===== src/rtl/fft_frame_scheduler_pkg.sv =====
// Shared types and constants for the FFT frame scheduler: state encoding,
// default packet sync bytes and the bin-to-byte split.
package fft_frame_scheduler_pkg;

  typedef enum logic [1:0] {
    ST_IDLE     = 2'd0,
    ST_CAPTURE  = 2'd1,
    ST_SEND_HDR = 2'd2,
    ST_SEND_BIN = 2'd3
  } state_e;

  localparam logic [7:0]  SYNC0_DEF     = 8'hA5;
  localparam logic [7:0]  SYNC1_DEF     = 8'h5A;
  localparam int unsigned BYTES_PER_BIN = 3;

  // Bins are zero-extended to 24 bits and sent MSB first; bins wider than 24 bits are not supported.
  function automatic logic [7:0] bin_byte(input logic [23:0] bin, input logic [1:0] idx);
    case (idx)
      2'd0:    return bin[23:16];
      2'd1:    return bin[15:8];
      default: return bin[7:0];
    endcase
  endfunction

endpackage


===== src/rtl/fft_frame_scheduler_if.sv =====
// Byte stream from the scheduler to the UART transmitter (valid/ready).
interface fft_frame_scheduler_if;
  logic [7:0] tx_data;
  logic       tx_valid;
  logic       tx_ready;

  modport master (output tx_data, output tx_valid, input tx_ready);
  modport slave  (input tx_data, input tx_valid, output tx_ready);
endinterface


===== src/rtl/fft_frame_scheduler_frame_ram.sv =====
// Simple dual-port frame buffer: one write port for capture, one registered read port for send.
module fft_frame_scheduler_frame_ram #(
  parameter int unsigned NBINS = 64,
  parameter int unsigned DW    = 22,
  parameter int unsigned AW    = $clog2(NBINS)
) (
  input  logic          clk_i,
  input  logic          wr_en_i,
  input  logic [AW-1:0] wr_addr_i,
  input  logic [DW-1:0] wr_data_i,
  input  logic [AW-1:0] rd_addr_i,
  output logic [DW-1:0] rd_data_o
);

  logic [DW-1:0] mem_q [NBINS];
  logic [DW-1:0] rd_data_q;

  always_ff @(posedge clk_i) begin
    if (wr_en_i) begin
      mem_q[wr_addr_i] <= wr_data_i;
    end
    rd_data_q <= mem_q[rd_addr_i];
  end

  assign rd_data_o = rd_data_q;

endmodule


===== src/rtl/fft_frame_scheduler.sv =====
// Captures one FFT frame of bins and streams it to the UART as
// SYNC0, SYNC1, seq, then 3 bytes per bin; frames arriving mid-send are dropped whole.
module fft_frame_scheduler
  import fft_frame_scheduler_pkg::*;
#(
  parameter int unsigned NBINS = 64,
  parameter int unsigned DW    = 22,
  parameter logic [7:0]  SYNC0 = SYNC0_DEF,
  parameter logic [7:0]  SYNC1 = SYNC1_DEF
) (
  input  logic                  sys_clock,
  input  logic                  reset,
  input  logic                  i_sample_ce,
  input  logic                  i_frame_start,
  input  logic [DW-1:0]         i_data,
  fft_frame_scheduler_if.master tx,
  output logic                  o_busy,
  output logic                  o_frame_drop,
  output logic [7:0]            o_seq
);

  localparam int unsigned   AW        = $clog2(NBINS);
  localparam logic [AW-1:0] LAST_BIN  = AW'(NBINS - 1);
  localparam logic [1:0]    LAST_BYTE = 2'(BYTES_PER_BIN - 1);

  state_e        state_q;
  logic [AW-1:0] wr_ptr_q;
  logic [AW-1:0] rd_ptr_q;
  logic [1:0]    byte_cnt_q;
  logic [1:0]    hdr_cnt_q;
  logic [7:0]    seq_q;
  logic [7:0]    tx_data_q;
  logic          tx_valid_q;
  logic          drop_q;
  logic [DW-1:0] bin_q;

  logic          start_strobe;
  logic          accept;
  logic          wr_en;
  logic [AW-1:0] wr_addr;
  logic [DW-1:0] rd_data;

  assign start_strobe = i_sample_ce & i_frame_start;
  assign accept       = tx_valid_q & tx.tx_ready;
  assign wr_en        = ((state_q == ST_IDLE) && start_strobe) ||
                        ((state_q == ST_CAPTURE) && i_sample_ce);
  assign wr_addr      = i_frame_start ? '0 : wr_ptr_q;

  fft_frame_scheduler_frame_ram #(
    .NBINS (NBINS),
    .DW    (DW),
    .AW    (AW)
  ) u_frame_ram (
    .clk_i     (sys_clock),
    .wr_en_i   (wr_en),
    .wr_addr_i (wr_addr),
    .wr_data_i (i_data),
    .rd_addr_i (rd_ptr_q),
    .rd_data_o (rd_data)
  );

  // rd_ptr_q always points one bin ahead of the bin being sent, so the RAM output
  // has settled on the next bin long before its first byte is needed; bin_q holds
  // the current bin for its remaining two bytes.
  always_ff @(posedge sys_clock or posedge reset) begin
    if (reset) begin
      state_q    <= ST_IDLE;
      wr_ptr_q   <= '0;
      rd_ptr_q   <= '0;
      byte_cnt_q <= '0;
      hdr_cnt_q  <= '0;
      seq_q      <= '0;
      tx_data_q  <= '0;
      tx_valid_q <= 1'b0;
      drop_q     <= 1'b0;
      bin_q      <= '0;
    end else begin
      drop_q <= 1'b0;
      case (state_q)
        ST_IDLE: begin
          if (start_strobe) begin
            wr_ptr_q <= AW'(1);
            state_q  <= ST_CAPTURE;
          end
        end

        ST_CAPTURE: begin
          if (i_sample_ce) begin
            if (i_frame_start) begin
              wr_ptr_q <= AW'(1);
              drop_q   <= 1'b1;
            end else if (wr_ptr_q == LAST_BIN) begin
              wr_ptr_q   <= '0;
              rd_ptr_q   <= '0;
              hdr_cnt_q  <= '0;
              tx_data_q  <= SYNC0;
              tx_valid_q <= 1'b1;
              state_q    <= ST_SEND_HDR;
            end else begin
              wr_ptr_q <= wr_ptr_q + AW'(1);
            end
          end
        end

        ST_SEND_HDR: begin
          drop_q <= start_strobe;
          if (accept) begin
            if (hdr_cnt_q == 2'd2) begin
              bin_q      <= rd_data;
              tx_data_q  <= bin_byte(24'(rd_data), 2'd0);
              byte_cnt_q <= '0;
              rd_ptr_q   <= rd_ptr_q + AW'(1);
              state_q    <= ST_SEND_BIN;
            end else begin
              hdr_cnt_q <= hdr_cnt_q + 2'd1;
              tx_data_q <= (hdr_cnt_q == 2'd0) ? SYNC1 : seq_q;
            end
          end
        end

        ST_SEND_BIN: begin
          drop_q <= start_strobe;
          if (accept) begin
            if (byte_cnt_q != LAST_BYTE) begin
              byte_cnt_q <= byte_cnt_q + 2'd1;
              tx_data_q  <= bin_byte(24'(bin_q), byte_cnt_q + 2'd1);
            end else if (rd_ptr_q == '0) begin
              // prefetch pointer wrapped: the last bin's last byte was just taken
              tx_valid_q <= 1'b0;
              seq_q      <= seq_q + 8'd1;
              state_q    <= ST_IDLE;
            end else begin
              bin_q      <= rd_data;
              tx_data_q  <= bin_byte(24'(rd_data), 2'd0);
              byte_cnt_q <= '0;
              rd_ptr_q   <= rd_ptr_q + AW'(1);
            end
          end
        end

        default: state_q <= ST_IDLE;
      endcase
    end
  end

  assign tx.tx_data   = tx_data_q;
  assign tx.tx_valid  = tx_valid_q;
  assign o_busy       = (state_q != ST_IDLE);
  assign o_frame_drop = drop_q;
  assign o_seq        = seq_q;

endmodule


===== src/flat_wrapper.sv =====
// flat-port wrapper written by rule: the top's interface ports become plain ports
module fft_frame_scheduler_flat import fft_frame_scheduler_pkg::*;
#(
  parameter int unsigned NBINS = 64,
  parameter int unsigned DW    = 22,
  parameter logic [7:0]  SYNC0 = SYNC0_DEF,
  parameter logic [7:0]  SYNC1 = SYNC1_DEF
)
  (sys_clock, reset, i_sample_ce, i_frame_start, i_data, o_busy, o_frame_drop, o_seq, tx_tx_data, tx_tx_valid, tx_tx_ready);
  fft_frame_scheduler_if tx_i ();
  input  logic sys_clock;
  input  logic reset;
  input  logic i_sample_ce;
  input  logic i_frame_start;
  input  logic [DW-1:0] i_data;
  output logic o_busy;
  output logic o_frame_drop;
  output logic [7:0] o_seq;
  output wire logic [$bits(tx_i.tx_data)-1:0] tx_tx_data;
  output wire logic [$bits(tx_i.tx_valid)-1:0] tx_tx_valid;
  input wire logic [$bits(tx_i.tx_ready)-1:0] tx_tx_ready;
  assign tx_tx_data = tx_i.tx_data;
  assign tx_tx_valid = tx_i.tx_valid;
  assign tx_i.tx_ready = tx_tx_ready;
  fft_frame_scheduler #(.NBINS(NBINS), .DW(DW), .SYNC0(SYNC0), .SYNC1(SYNC1)) u_core (.sys_clock(sys_clock), .reset(reset), .i_sample_ce(i_sample_ce), .i_frame_start(i_frame_start), .i_data(i_data), .tx(tx_i), .o_busy(o_busy), .o_frame_drop(o_frame_drop), .o_seq(o_seq));
endmodule

===== config.mk =====
export PLATFORM = sky130hd
export DESIGN_NAME = fft_frame_scheduler_flat
export DESIGN_NICKNAME = d
export VERILOG_FILES = /design/src/rtl/fft_frame_scheduler_pkg.sv /design/src/rtl/fft_frame_scheduler_if.sv /design/src/rtl/fft_frame_scheduler_frame_ram.sv /design/src/rtl/fft_frame_scheduler.sv /design/src/flat_wrapper.sv
export SDC_FILE = /design/constraint.sdc
export NUM_CORES = 1
export LEC_CHECK = 0
export CAP_MARGIN = 20
export CORE_ASPECT_RATIO = 0.5
export CORE_MARGIN = 5
export CORE_UTILIZATION = 51
export CTS_BUF_LIST = sky130_fd_sc_hd__clkbuf_4
export CTS_CLUSTER_DIAMETER = 40
export DETAILED_ROUTE_END_ITERATION = 7
export PLACE_DENSITY = 0.67
export SYNTH_ARGS = -nofsm -noshare
export SYNTH_HDL_FRONTEND = slang
export SYNTH_SLANG_ARGS = --single-unit

===== constraint.sdc =====
create_clock -name sys_clock -period 3.7 [get_ports sys_clock]
set_input_delay 0.37 -clock sys_clock [delete_from_list [all_inputs] [get_ports sys_clock]]
set_output_delay 0.37 -clock sys_clock [all_outputs]
set_load 0.1 [all_outputs]

==> results.toml <==
[status]
status = "complete, no violations"

[clocking]
cts.reportedPaths.clkPinSlew_ns = 0.08
post_cts_resize_count = 0
post_cts_buffers = 0
cts_sinks = 1488
cts_max_path_buffers = 4
htree_num_levels = 5
cts-buffers-inserted = 345
cts.root.buffer_cell = "sky130_fd_sc_hd__clkbuf_4"
cts_tree = "done"
clock_latency_ns = 1.26

[power_and_ir_drop]
total_leakage_power_uw = 0.0208
power_density_cells_nw_per_um2 = 489
power.ir.vdd_worst_mv = 0.294

[critical_path]
critical-path-slowest-cell = "sky130_fd_sc_hd__o21ai_0"
setup.worst_path.start_class = "register"
worstPathArrival_ns = 4.47
worst-path-buf-inv = 3
path_delay_family = "compound AO/OA/AOI/OAI gates"
crit_type = "register to register"
cp_slowest_stage_delay_ns = 0.86
crit_top_cell = "sky130_fd_sc_hd__buf_4"
cp_max_fo = 48
worstPathCellList = "buf_12 > buf_4 > buf_4 > mux2_2 > o22ai_1 > o21ai_0 > a32oi_1 > o21ai_1"
critPathCaptureType = "register"
cp_data_required_time_ns = 4.82

[yosys]
synth_top_area_share_pct = 73.5
yosys_most_used_dff = "sky130_fd_sc_hd__edfxtp_1"
netlist_instances = 2699
synth.distinct_cells = 54
synth_enable_flop_cells = 1408
synthesized_area_per_cell_um2 = 21.3
synth-warning-count = 0
synth.cells.most_frequent = "sky130_fd_sc_hd__edfxtp_1, sky130_fd_sc_hd__mux4_2, sky130_fd_sc_hd__mux2_2"
syn_area_um2 = 57500
postSynthRegisterBits = 1488
portion_of_the_post_synthesis_area_used_by_sequential_elements_pct = 76.8
post-synth-top-count-cell = "sky130_fd_sc_hd__edfxtp_1"
synthArstFlopShare_pct = 3.90
mapped_nets = 2741
netlist_top_cells_area = "sky130_fd_sc_hd__edfxtp_1, sky130_fd_sc_hd__mux4_2, sky130_fd_sc_hd__dfrtp_1, sky130_fd_sc_hd__mux2_2, sky130_fd_sc_hd__dfxtp_1"
largest_area_contributor_in_the_netlist = "sky130_fd_sc_hd__edfxtp_1"

[floorplanning]
initial_utilization_pct = 51.2
core_um2 = 112000
design.die.area_um2 = 120000
rows = 87
die-width_um = 485
floorplan.io_pins = 46
die_h_um = 247

[layout]
area.growth.synth_to_final_pct = 13.1
fillers = 8366
final_nets = 3189
post_route_cells_drive_above_1_share_pct = 36.8

[sta]
worst_pin_slew_ns = 1.14
hold_slack_ns = 0.154
final_min_period_over_clock_period_pct = 90.4
totalNegativeSetupSlack_ns = 0
rsz0062_at_grt = "no"
setup-violations-final = 0
timing.clock.skew_ns = 0.0907
fmax_ghz = 0.299
max_slew_margin_pct = 23.7
post-route-min-period_ns = 3.35
finalMaxSlewViolations = 0
hold_viol = 0

[drt]
route.vias.total = 30400
detail_route.wl_per_cell_um = 30.7
postRouteAntennaNets = 0
routed_via_density = 6.22
first_pass_iters = 6
wl_um = 150000
drtIter0Drc = 4080
drc = 0

[global_routing]
grt_overflow = 0
grt_start_max_net_pins = 72
first_global_vias = 30000
grt_first_pass_wirelength_um = 215000
antenna_found_initial = 11
grt.total_usage_pct = 25.1

[place]
place_congestion = 0.940
dp_hpwl_um = 93700
io_buffers = 45

[min_path]
worst_hold_class = "primary input to async pin"

[job]
max_cap_violations = 0
==> worst paths after layout <==
check | start | endpoint | slack (ns) | cells after the start
setup / recovery | u_core.rd_ptr_q[0]$_DFFE_PP0P_ | u_core.u_frame_ram.rd_data_o[4]$_DFF_P_ | 0.35 | 8
hold / removal | reset | u_core.rd_ptr_q[0]$_DFFE_PP0P_ | 0.15 | 3
setup reg to reg | u_core.rd_ptr_q[0]$_DFFE_PP0P_ | u_core.u_frame_ram.rd_data_o[4]$_DFF_P_ | 0.35 | 8
hold reg to reg | u_core.u_frame_ram.rd_data_o[5]$_DFF_P_ | u_core.bin_q[5]$_DFFE_PP0P_ | 0.47 | 1
max in group asynchronous | reset | u_core.rd_ptr_q[1]$_DFFE_PP0P_ | 2.63 | 4
min in group sys_clock | i_data[0] | u_core.u_frame_ram.mem_q[14][0]$_DFFE_PP_ | 0.21 | 2
==> cells in the final DEF, fill, tap and decap left out, drive strengths merged, types with 41 or more instances in the layout <==
master	count
mux4	332
edfxtp	1408
o21ai	60
mux2	116
a22oi	49
clkinv	56
clkbuf	507
buf	194
dfrtp	58
nand2	86
o22ai	65
nor2	102
mux2i	41
==> final cells by class <==
type	count	area, um^2	share of cell area [%]
inverters	14	52.6	0.0808
repair buffers	244	2050	3.16
diodes	2	5.00	0.00769
flip-flops and latches	1488	44200	67.9
multi-input cells	1054	12800	19.6
well taps	1513	1890	2.91
clock inverters	62	293	0.450
clock buffers	507	3810	5.85
==> power breakdown <==
part | leakage, uW | internal (uW) | switching [uW] | total [uW]
Clock | 0.00248 | 6370 | 6190 | 12600
Sequential | 0.0136 | 18500 | 47.1 | 18600
Combinational | 0.00465 | 148 | 559 | 707
==> routing by layer <==
layer	vias up	share of wire (%)	GRT usage, %
met3	228	11	6.29
met5	-	0.048	0
met4	10	2.1	7.42
met2	1784	45	37.1
met1	16000	41	37.6
li1	12400	-	-
==> what timing repair did <==
item | CTS | global route
hold endpoints to repair | 1178 | 0
setup endpoints to repair | 0 | 0
hold buffers | 28 | 0
==> worst register-to-register path, stage by stage, from the launching register on <==
cell and delay (ns):
sky130_fd_sc_hd__dfrtp_4 0.59, sky130_fd_sc_hd__buf_12 0.33, sky130_fd_sc_hd__buf_4 0.42, sky130_fd_sc_hd__buf_4 0.29, sky130_fd_sc_hd__mux2_2 0.21, sky130_fd_sc_hd__o22ai_1 0.07
sky130_fd_sc_hd__o21ai_0 0.86, sky130_fd_sc_hd__a32oi_1 0.29, sky130_fd_sc_hd__o21ai_1 0.21
==> stage by stage <==
step / power [uW] / utilization [%] / instance area, um^2 / setup WS (ns) / cells
finish: 31800 / 57.9 / 65100 / 0.355 / 4884
global route: 33000 / 57.9 / 65100 / 0.279 / 4884
CTS: 32100 / 57.9 / 65000 / 0.268 / 4881
detailed placement: 19600 / 54.0 / 60700 / 0.550 / 4284
global placement: 19600 / 54.0 / 60600 / 0.591 / 4283
floorplan: 19100 / - / 57500 / 0.658 / 2699
==> flip-flops by register name, indices dropped and copies added, names as in the netlist <==
name,cells
u_core.u_frame_ram.mem_q,1408
u_core.bin_q,22
u_core.u_frame_ram.rd_data_o,22
u_core.o_seq,8
u_core.tx.tx_data,8
u_core.rd_ptr_q,6
u_core.wr_ptr_q,6
u_core.byte_cnt_q,2
u_core.hdr_cnt_q,2
u_core.state_q,2
u_core.o_frame_drop,1
u_core.tx.tx_valid,1
==> cells by family (layout without fill, tap and decap cells) <==
kind of cell	count (synthesis)	in the layout	share of synthesized area [%]
buffers and inverters	157	827	1.34
AOI/OAI and AO/OA	267	267	3.17
muxes	489	489	16.0
xor gates and xnor gates	9	9	0.137
DFF	1488	1488	76.8
adders and majority gates	15	15	0.326
and+or+nand+nor	274	274	2.27
other	0	2	0
(Power assumes the default switching activity.)
